===== src/rtl/eth_pkg.sv =====
// Shared Ethernet/ARP constants, the ARP w0 header layout and the ARP RX parser state encoding.
package eth_pkg;

  localparam logic [15:0] ETH_TYPE_ARP   = 16'h0806;
  localparam logic [15:0] ETH_TYPE_IPV4  = 16'h0800;
  localparam logic [15:0] ARP_OP_REQUEST = 16'd1;
  localparam logic [15:0] ARP_OP_REPLY   = 16'd2;
  localparam logic [15:0] ARP_HTYPE_ETH  = 16'd1;
  localparam logic [7:0]  ARP_HLEN_ETH   = 8'd6;
  localparam logic [7:0]  ARP_PLEN_IPV4  = 8'd4;

  localparam int unsigned DATA_W = 64;
  localparam int unsigned USER_W = 80;
  localparam int unsigned MAC_W  = 48;
  localparam int unsigned IP_W   = 32;
  localparam int unsigned CNT_W  = 16;
  localparam int unsigned WORD_W = 3;

  typedef struct packed {
    logic [15:0] htype;
    logic [15:0] ptype;
    logic [7:0]  hlen;
    logic [7:0]  plen;
    logic [15:0] op;
  } arp_w0_t;

  typedef enum logic [2:0] {
    ST_IDLE,
    ST_HDR,
    ST_PAD,
    ST_DROP,
    ST_DONE
  } arp_state_e;

endpackage


===== src/rtl/arp_rx_parser.sv =====
// Receive-side ARP parser: validates the ARP header, learns the sender MAC/IP and
// raises a reply trigger for requests that target the local IP.
module arp_rx_parser
  import eth_pkg::*;
#(
  parameter logic [31:0] P_SRC_IP_ADDR = {8'd192, 8'd168, 8'd100, 8'd99}
) (
  input  logic              i_clk,
  input  logic              i_rst_n,
  input  logic [IP_W-1:0]   i_dymanic_src_ip,
  input  logic              i_src_ip_valid,
  input  logic [DATA_W-1:0] s_axis_arp_data,
  input  logic [USER_W-1:0] s_axis_arp_user,
  input  logic [7:0]        s_axis_arp_keep,
  input  logic              s_axis_arp_last,
  input  logic              s_axis_arp_valid,
  output logic              s_axis_arp_ready,
  output logic [MAC_W-1:0]  o_recv_target_mac,
  output logic [IP_W-1:0]   o_recv_target_ip,
  output logic              o_recv_target_valid,
  output logic              o_arp_reply,
  output logic [CNT_W-1:0]  o_arp_drop_cnt
);

  arp_state_e        state, next_state;
  logic [WORD_W-1:0] r_word;
  logic [IP_W-1:0]   local_ip;
  logic [MAC_W-1:0]  sha_r;
  logic [IP_W-1:0]   spa_r;
  logic              req_r;
  logic              match_r;

  logic    beat_c, w0_ok_c, tpa_match_c;
  logic    drop_c, done_c, cap_w0_c, cap_w1_c, cap_w2_c, cap_w3_c;
  arp_w0_t w0_c;
  logic    unused_c;

  assign unused_c    = ^{s_axis_arp_keep, s_axis_arp_user[USER_W-1:16]};
  assign beat_c      = s_axis_arp_valid & s_axis_arp_ready;
  assign w0_c        = arp_w0_t'(s_axis_arp_data);
  assign w0_ok_c     = (s_axis_arp_user[15:0] == ETH_TYPE_ARP) &&
                       (w0_c.htype == ARP_HTYPE_ETH) && (w0_c.ptype == ETH_TYPE_IPV4) &&
                       (w0_c.hlen == ARP_HLEN_ETH) && (w0_c.plen == ARP_PLEN_IPV4) &&
                       ((w0_c.op == ARP_OP_REQUEST) || (w0_c.op == ARP_OP_REPLY));
  // When w3 carries last, the match is resolved in the same cycle the strobes are loaded.
  assign tpa_match_c = cap_w3_c ? (s_axis_arp_data[63:32] == local_ip) : match_r;

  // State register
  always_ff @(posedge i_clk or negedge i_rst_n) begin
    if (!i_rst_n) state <= ST_IDLE;
    else          state <= next_state;
  end

  // Next-state and per-beat capture/decision strobes
  always_comb begin
    next_state = state;
    drop_c     = 1'b0;
    done_c     = 1'b0;
    cap_w0_c   = 1'b0;
    cap_w1_c   = 1'b0;
    cap_w2_c   = 1'b0;
    cap_w3_c   = 1'b0;
    unique case (state)
      ST_IDLE, ST_DONE: begin
        if (state == ST_DONE) next_state = ST_IDLE;
        if (beat_c) begin
          if (s_axis_arp_last) begin
            next_state = ST_IDLE;
            drop_c     = 1'b1;
          end else if (w0_ok_c) begin
            next_state = ST_HDR;
            cap_w0_c   = 1'b1;
          end else begin
            next_state = ST_DROP;
          end
        end
      end
      ST_HDR: begin
        if (beat_c) begin
          if (r_word == WORD_W'(1) || r_word == WORD_W'(2)) begin
            cap_w1_c = (r_word == WORD_W'(1));
            cap_w2_c = (r_word == WORD_W'(2));
            if (s_axis_arp_last) begin
              next_state = ST_IDLE;
              drop_c     = 1'b1;
            end
          end else begin
            cap_w3_c   = 1'b1;
            next_state = s_axis_arp_last ? ST_DONE : ST_PAD;
            done_c     = s_axis_arp_last;
          end
        end
      end
      ST_PAD: begin
        if (beat_c && s_axis_arp_last) begin
          next_state = ST_DONE;
          done_c     = 1'b1;
        end
      end
      ST_DROP: begin
        if (beat_c && s_axis_arp_last) begin
          next_state = ST_IDLE;
          drop_c     = 1'b1;
        end
      end
      default: next_state = ST_IDLE;
    endcase
  end

  // Beat counter, field capture, local IP, outputs and drop counter
  always_ff @(posedge i_clk or negedge i_rst_n) begin
    if (!i_rst_n) begin
      r_word              <= '0;
      local_ip            <= P_SRC_IP_ADDR;
      sha_r               <= '0;
      spa_r               <= '0;
      req_r               <= 1'b0;
      match_r             <= 1'b0;
      s_axis_arp_ready    <= 1'b0;
      o_recv_target_mac   <= '0;
      o_recv_target_ip    <= '0;
      o_recv_target_valid <= 1'b0;
      o_arp_reply         <= 1'b0;
      o_arp_drop_cnt      <= '0;
    end else begin
      s_axis_arp_ready <= 1'b1;
      if (beat_c) begin
        if (s_axis_arp_last)               r_word <= '0;
        else if (r_word != WORD_W'(7))     r_word <= r_word + WORD_W'(1);
      end
      if (i_src_ip_valid) local_ip <= i_dymanic_src_ip;
      if (cap_w0_c) req_r <= (w0_c.op == ARP_OP_REQUEST);
      if (cap_w1_c) begin
        sha_r        <= s_axis_arp_data[63:16];
        spa_r[31:16] <= s_axis_arp_data[15:0];
      end
      if (cap_w2_c) spa_r[15:0] <= s_axis_arp_data[63:48];
      if (cap_w3_c) match_r <= tpa_match_c;
      o_recv_target_valid <= done_c;
      o_arp_reply         <= done_c & req_r & tpa_match_c;
      if (done_c) begin
        o_recv_target_mac <= sha_r;
        o_recv_target_ip  <= spa_r;
      end
      if (drop_c && o_arp_drop_cnt != 16'hFFFF) o_arp_drop_cnt <= o_arp_drop_cnt + CNT_W'(1);
    end
  end

endmodule

===== config.mk =====
export PLATFORM = sky130hd
export DESIGN_NAME = arp_rx_parser
export DESIGN_NICKNAME = d
export VERILOG_FILES = /design/src/rtl/eth_pkg.sv /design/src/rtl/arp_rx_parser.sv
export SDC_FILE = /design/constraint.sdc
export NUM_CORES = 1
export LEC_CHECK = 0
export CAP_MARGIN = 20
export CELL_PAD_IN_SITES_DETAIL_PLACEMENT = 1
export CELL_PAD_IN_SITES_GLOBAL_PLACEMENT = 1
export CORE_MARGIN = 5
export CORE_UTILIZATION = 38
export CTS_CLUSTER_SIZE = 40
export DETAILED_ROUTE_END_ITERATION = 16
export GPL_TIMING_DRIVEN = 0
export HOLD_SLACK_MARGIN = 0.03
export PLACE_DENSITY = 0.83
export SKIP_LAST_GASP = 1
export SYNTH_ARGS = -nofsm -noshare
export SYNTH_HDL_FRONTEND = slang
export SYNTH_SLANG_ARGS = --single-unit
export TNS_END_PERCENT = 50

===== constraint.sdc =====
create_clock -name i_clk -period 2.3 [get_ports i_clk]
set_input_delay 0.575 -clock i_clk [delete_from_list [all_inputs] [get_ports i_clk]]
set_output_delay 0.575 -clock i_clk [all_outputs]
set_load 0.02 [all_outputs]

### Yosys cells after proc, flatten, opt, wreduce, memory -nomap -nowiden

Index checks and enable logic that the tools add are counted.

| operators by class | value |
|---|---|
| shift-type cells | 0 |
| add/sub/neg operators | 2 |
| div/mod/pow operators | 0 |
| multipliers | 0 |
| multiplexer cells | 36 |
| bitwise gates (word level) | 3 |
| magnitude comparators | 0 |
| reductions and logical operators | 14 |
| eq/ne operators | 21 |

Operators with widths:

| cell | count |
|---|---|
| == test 16 x 1 -> 1 bit, second input constant | 2 |
| == test 16 x 12 -> 1 bit, second input constant | 2 |
| == test 32 bit | 1 |
| 2-to-1 mux 3 bit | 10 |
| 2-to-1 mux 1 bit | 21 |
| adder 16 x 1 -> 16 bit, second input constant | 1 |
| == test 16 x 2 -> 1 bit, second input constant | 1 |
| == test 8 x 3 -> 1 bit, second input constant | 2 |
| inequality test 16 bit, second input constant | 1 |
| case mux 3 bit (4 select lines) | 1 |
| == test 3 x 2 -> 1 bit, second input constant | 3 |
| inequality test 3 bit, second input constant | 3 |
| logical AND 1 bit | 7 |
| == test 3 x 1 -> 1 bit, second input constant | 2 |
| inequality test 2 bit, second input constant | 3 |
| AND reduction 5 bit | 1 |
| 2-to-1 mux 2 bit | 2 |
| adder 3 x 1 -> 3 bit, second input constant | 1 |
| AND 1 bit | 3 |
| == test 3 bit, second input constant | 1 |
| zero test 3 bit | 1 |
| case mux 1 bit (3 select lines) | 1 |
| logical OR 1 bit | 2 |
| case mux 1 bit (2 select lines) | 1 |
| other kinds (3) | 3 |

| word-level totals | value |
|---|---|
| memories | 0 |
| register bits | 219 |
| memory bits (read-only) | 0 |
| latch bits | 0 |
| word-level logic and storage cells | 90 |
| output and inout port bits | 99 |
| RAM bits | 0 |

### Longest topological paths before layout

| depth | value |
|---|---|
| depth in word-level cells | 10 |
| depth in mapped cells | 8 |
| mapped depth without buffers | 7 |

### Worst setup path after synthesis

No wires, ideal clock.

| timing path | value |
|---|---|
| kind | input to register |
| start | in s_axis_arp_valid |
| end | reg o_recv_target_ip[10] |
| setup slack | 304 ps |
| arrival time | 1,871 ps |
| required time | 2,175 ps |
| stages | 7 |
| cells stage by stage | and2_1 -> buf_2 -> nand2_1 -> a211oi_2 -> buf_6 -> buf_12 -> mux2_4 |

| on the way | value |
|---|---|
| longest elaborated chain between the ends | 4 |
| elaborated cells between the ends (all ways) | 5 |
| those cells by class | 3 x mux; 1 x bitwise; 1 x reduce/logical |

RTL lines:

| element | line | RTL |
|---|---|---|
| start, declared | arp_rx_parser.sv:16 | `input logic s_axis_arp_valid,` |
| AND 1 bit * | arp_rx_parser.sv:39 | `assign beat_c = s_axis_arp_valid & s_axis_arp_ready;` |
| logical AND 1 bit | arp_rx_parser.sv:95 | `if (beat_c && s_axis_arp_last) begin` |
| 2-to-1 mux 1 bit | arp_rx_parser.sv:95 |  |
| case mux 1 bit (2 select lines) * | arp_rx_parser.sv:63 | `unique case (state)` |
| end signal, assigned | arp_rx_parser.sv:143 | `o_recv_target_ip <= spa_r;` |
| end, declared | arp_rx_parser.sv:19 | `output logic [IP_W-1:0] o_recv_target_ip,` |

Every way passes the cells marked *; elsewhere a longest branch is shown, timed or not.
A chain may end at the register's enable or synchronous reset.

### Worst setup path after layout

| timing path | value |
|---|---|
| start | reg o_arp_drop_cnt[10] |
| end | out o_arp_drop_cnt[10] |

RTL lines:

| element | line | RTL |
|---|---|---|
| start, declared | arp_rx_parser.sv:22 | `output logic [CNT_W-1:0] o_arp_drop_cnt` |
| start signal, assigned | arp_rx_parser.sv:145 | `if (drop_c && o_arp_drop_cnt != 16'hFFFF) o_arp_drop_cnt <= o_arp_drop_cnt + CNT_W'(1);` |

No word-level cell between the ends.

==> flow_summary.toml <==
[sta]
slew_violations = 0
rsz0062_at_grt = "no"
fin_crit_sh = 0.962
fin_worst_skew_ps = 8.55
setup_viol = 0
tns_ps = 0
period_needed_ps = 2210
worst_pin_slew_ps = 817
hold_violations = 0
max_freq_ghz = 0.452
max_slew_margin = 0.455

[floorplan]
ios = 288
core_area_um2 = 24900
start_util = 0.382
num_rows = 58
dieHeight_um = 168
die_area_um2 = 28300
die_w_um = 168

[setup_path]
slowest_delay_ps = 660
slowest_stage = "clkdlybuf4s50_1"
crit_chain = "clkdlybuf4s50_1"
worstReg2RegStart = "r_word[0]"
crit_required_ps = 1730
startpoint_type = "flop"
crit_family = "buffers and inverters"
critPathKind = "flop to output pin"
crit_buf_inv = 1
worstSetupEndpointType = "output pin"
setup.worst_path.start = "o_arp_drop_cnt[10]"
worst_ep_arrival_time_ps = 1640
cp_max_fo = 6

[grt]
antenna_found_initial = 4
use_met1 = 0.221
gr-usage-met2 = 0.309
gr-usage-met3 = 0.0559
grt-busiest-layer = "met2"
grt_max_degree = 117
grt_pass1_vias = 6805
grt_usage = 0.179
grt_pass1_wl_um = 40200
overflow = 0

[layout]
final-seq-area_um2 = 5500
instances_no_fill = 1202
num-nets-final = 1047
syn2layout_area_growth_pct = 35.4
n_fill_cell = 2429
drive_gt1_frac = 0.231
multi_input_area_um2 = 3740

[power]
leakagePower_uw = 0.00565
ir_worst_vdd_uv = 523
p_per_area_nw_per_um2 = 976

[worst_hold_path]
hp-class = "input port to async pin"

[drt]
dr.pass1.iters = 4
via_per_inst = 4.98
ant_nets = 0
remaining_drc_errors = 0
post_drt_wl_per_cell_um = 21.5
via_count = 5990
detail_route.iter0.violations = 217
wl_um = 25800

[clocking]
cts_root_buf = "clkbuf_16"
cts_buffer_depth = 3
cts_setup_buffers = 0
htree_levels = 1
cts-hold-fix-buffers = 0
cts_buffers = 24
path_clk_slew_ps = 60
clk_latency_ps = 510
clock-sinks = 219
cts_tree = "built"

[place]
dp.cells = 1156
dp_hpwl_um = 18700
place.port_buffers = 214
place_congestion = 0.778

[yosys]
yosys.cell_types.count = 45
async_flop_share = 1.00
synth-seq-area-share = 0.578
synth_top_area_cell = "dfrtp_1"
synth_flop_cell = "dfrtp_1"
syn_nets = 805
yosys-top-cells-area = "dfrtp_1, mux2_4, mux2_1"
synth_top_area_frac = 0.544
syn_area_um2 = 9520
synth_edf_count = 0
yosys_warnings = 0
ys_seq_elements = 219
postSynthAreaPerCell_um2 = 15.6
synthCells = 611

[flow_run]
cap_violations = 0

[outcome]
status = "finished, final reports clean"
==> metal layers <==
layer | wire length [um] | part of all wire
met1 | 10800 | 0.42
met2 | 12500 | 0.49
met3 | 1960 | 0.076
met4 | 452 | 0.018
met5 | 41 | 0.0016
==> flip-flops by register name, indices dropped and copies added, names as in the netlist <==
| signal | cells |
|---|---|
| o_recv_target_mac | 48 |
| sha_r | 48 |
| local_ip | 32 |
| o_recv_target_ip | 32 |
| spa_r | 32 |
| o_arp_drop_cnt | 16 |
| r_word | 3 |
| state | 3 |
| match_r | 1 |
| o_arp_reply | 1 |
| o_recv_target_valid | 1 |
| req_r | 1 |
| s_axis_arp_ready | 1 |
==> layout by cell type (no fill, tap or decap), drive strengths merged, types with 2 or more instances in the layout <==
| master | netlist | layout |
|---|---|---|
| dfstp | 12 | 12 |
| clkbuf | 2 | 40 |
| xor2 | 33 | 33 |
| ha | 5 | 5 |
| nor4b | 8 | 8 |
| dfrtp | 207 | 207 |
| nand2 | 13 | 13 |
| xnor2 | 14 | 14 |
| clkinv | 0 | 5 |
| nor3 | 6 | 6 |
| a21oi | 3 | 3 |
| nor4 | 21 | 21 |
| and2 | 4 | 4 |
| nand4 | 17 | 17 |
| nor3b | 2 | 2 |
| buf | 22 | 25 |
| o21ai | 2 | 2 |
| nor2 | 7 | 7 |
| a211oi | 3 | 3 |
| and3 | 5 | 5 |
| inv | 5 | 5 |
| nand3 | 12 | 12 |
| a22o | 2 | 2 |
| clkdlybuf4s50 | 0 | 213 |
| mux2 | 196 | 196 |
==> kinds of logic (layout without fill, tap and decap cells) <==
family / count (synthesis) / in the layout / synth area share
and+or+nand+nor: 99 / 99 / 0.0660
xor gates and xnor gates: 47 / 47 / 0.0433
adders and majority gates: 5 / 5 / 0.00657
AOI/OAI and AO/OA: 15 / 15 / 0.0114
muxes: 196 / 196 / 0.263
DFF: 219 / 219 / 0.578
buffers and inverters: 29 / 289 / 0.0321
other: 1 / 2 / 0.000394
==> synthesized netlist by cell type (3+ instances only) <==
library cell and instances:
a21oi_1 3, and2_1 4, and3_1 5, buf_1 3, buf_12 8, buf_6 8, dfrtp_1 207, dfstp_2 12
ha_1 5, inv_1 5, mux2_1 74, mux2_2 44, mux2_4 78, nand2_1 11, nand3_1 10, nand4_1 17
nor2_1 7, nor3_1 3, nor3_2 3, nor4_1 20, nor4b_1 8, xnor2_1 14, xor2_1 33
==> timing repair <==
action / in CTS / in global routing
cloned: 0 / 1
pin swaps: 0 / 1
hold endpoints to repair: 0 / 0
setup endpoints to repair: 1 / 71
resized for setup: 1 / 5
==> worst register-to-register path: stages (launching register included) <==
cell	delay [ps]
dfrtp_1	380
inv_1	90
ha_1	250
o21bai_4	220
nand2_2	100
a211oi_4	290
buf_6	230
buf_12	180
mux2_4	320
==> per-stage QoR <==
stage	utilization	total power [uW]	hold slack (ps)	worst slack, ps	cell area [um^2]
global placement	0.485	8790	457	-8910	12100
detailed placement	0.486	8950	465	-583	12100
CTS	0.516	12700	144	60.8	12900
global route	0.517	13200	164	4.55	12900
finish	0.517	12600	111	88.4	12900
floorplan	-	7380	279	304	9520
==> final cells by class <==
class / count / share of cell area
well taps: 330 / 0.0321
plain buffers: 24 / 0.0222
clock buffers: 38 / 0.0531
repair buffers: 216 / 0.170
clock inverters: 6 / 0.00457
inverters: 5 / 0.00146
diodes: 1 / 0.000194
multi-input cells: 363 / 0.290
flip-flops and latches: 219 / 0.427
==> path summary, 6_finish.rpt <==
kind	endpoint	slack (ps)	cells after the start
worst min register to register	match_r	480	2
worst max register to register	o_recv_target_mac[37]	110	8
max in group asynchronous	spa_r[22]	1070	2
worst min-delay path	spa_r[11]	110	1
min in group i_clk	match_r	480	2
worst max-delay path	o_arp_drop_cnt[10]	90	1
==> where the power goes <==
part | internal, uW | leakage (uW) | switching, uW
Sequential | 4900 | 0.00285 | 633
Clock | 2150 | 0.000363 | 1550
Combinational | 1920 | 0.00244 | 1410
Power figures use the tool's default switching activity.
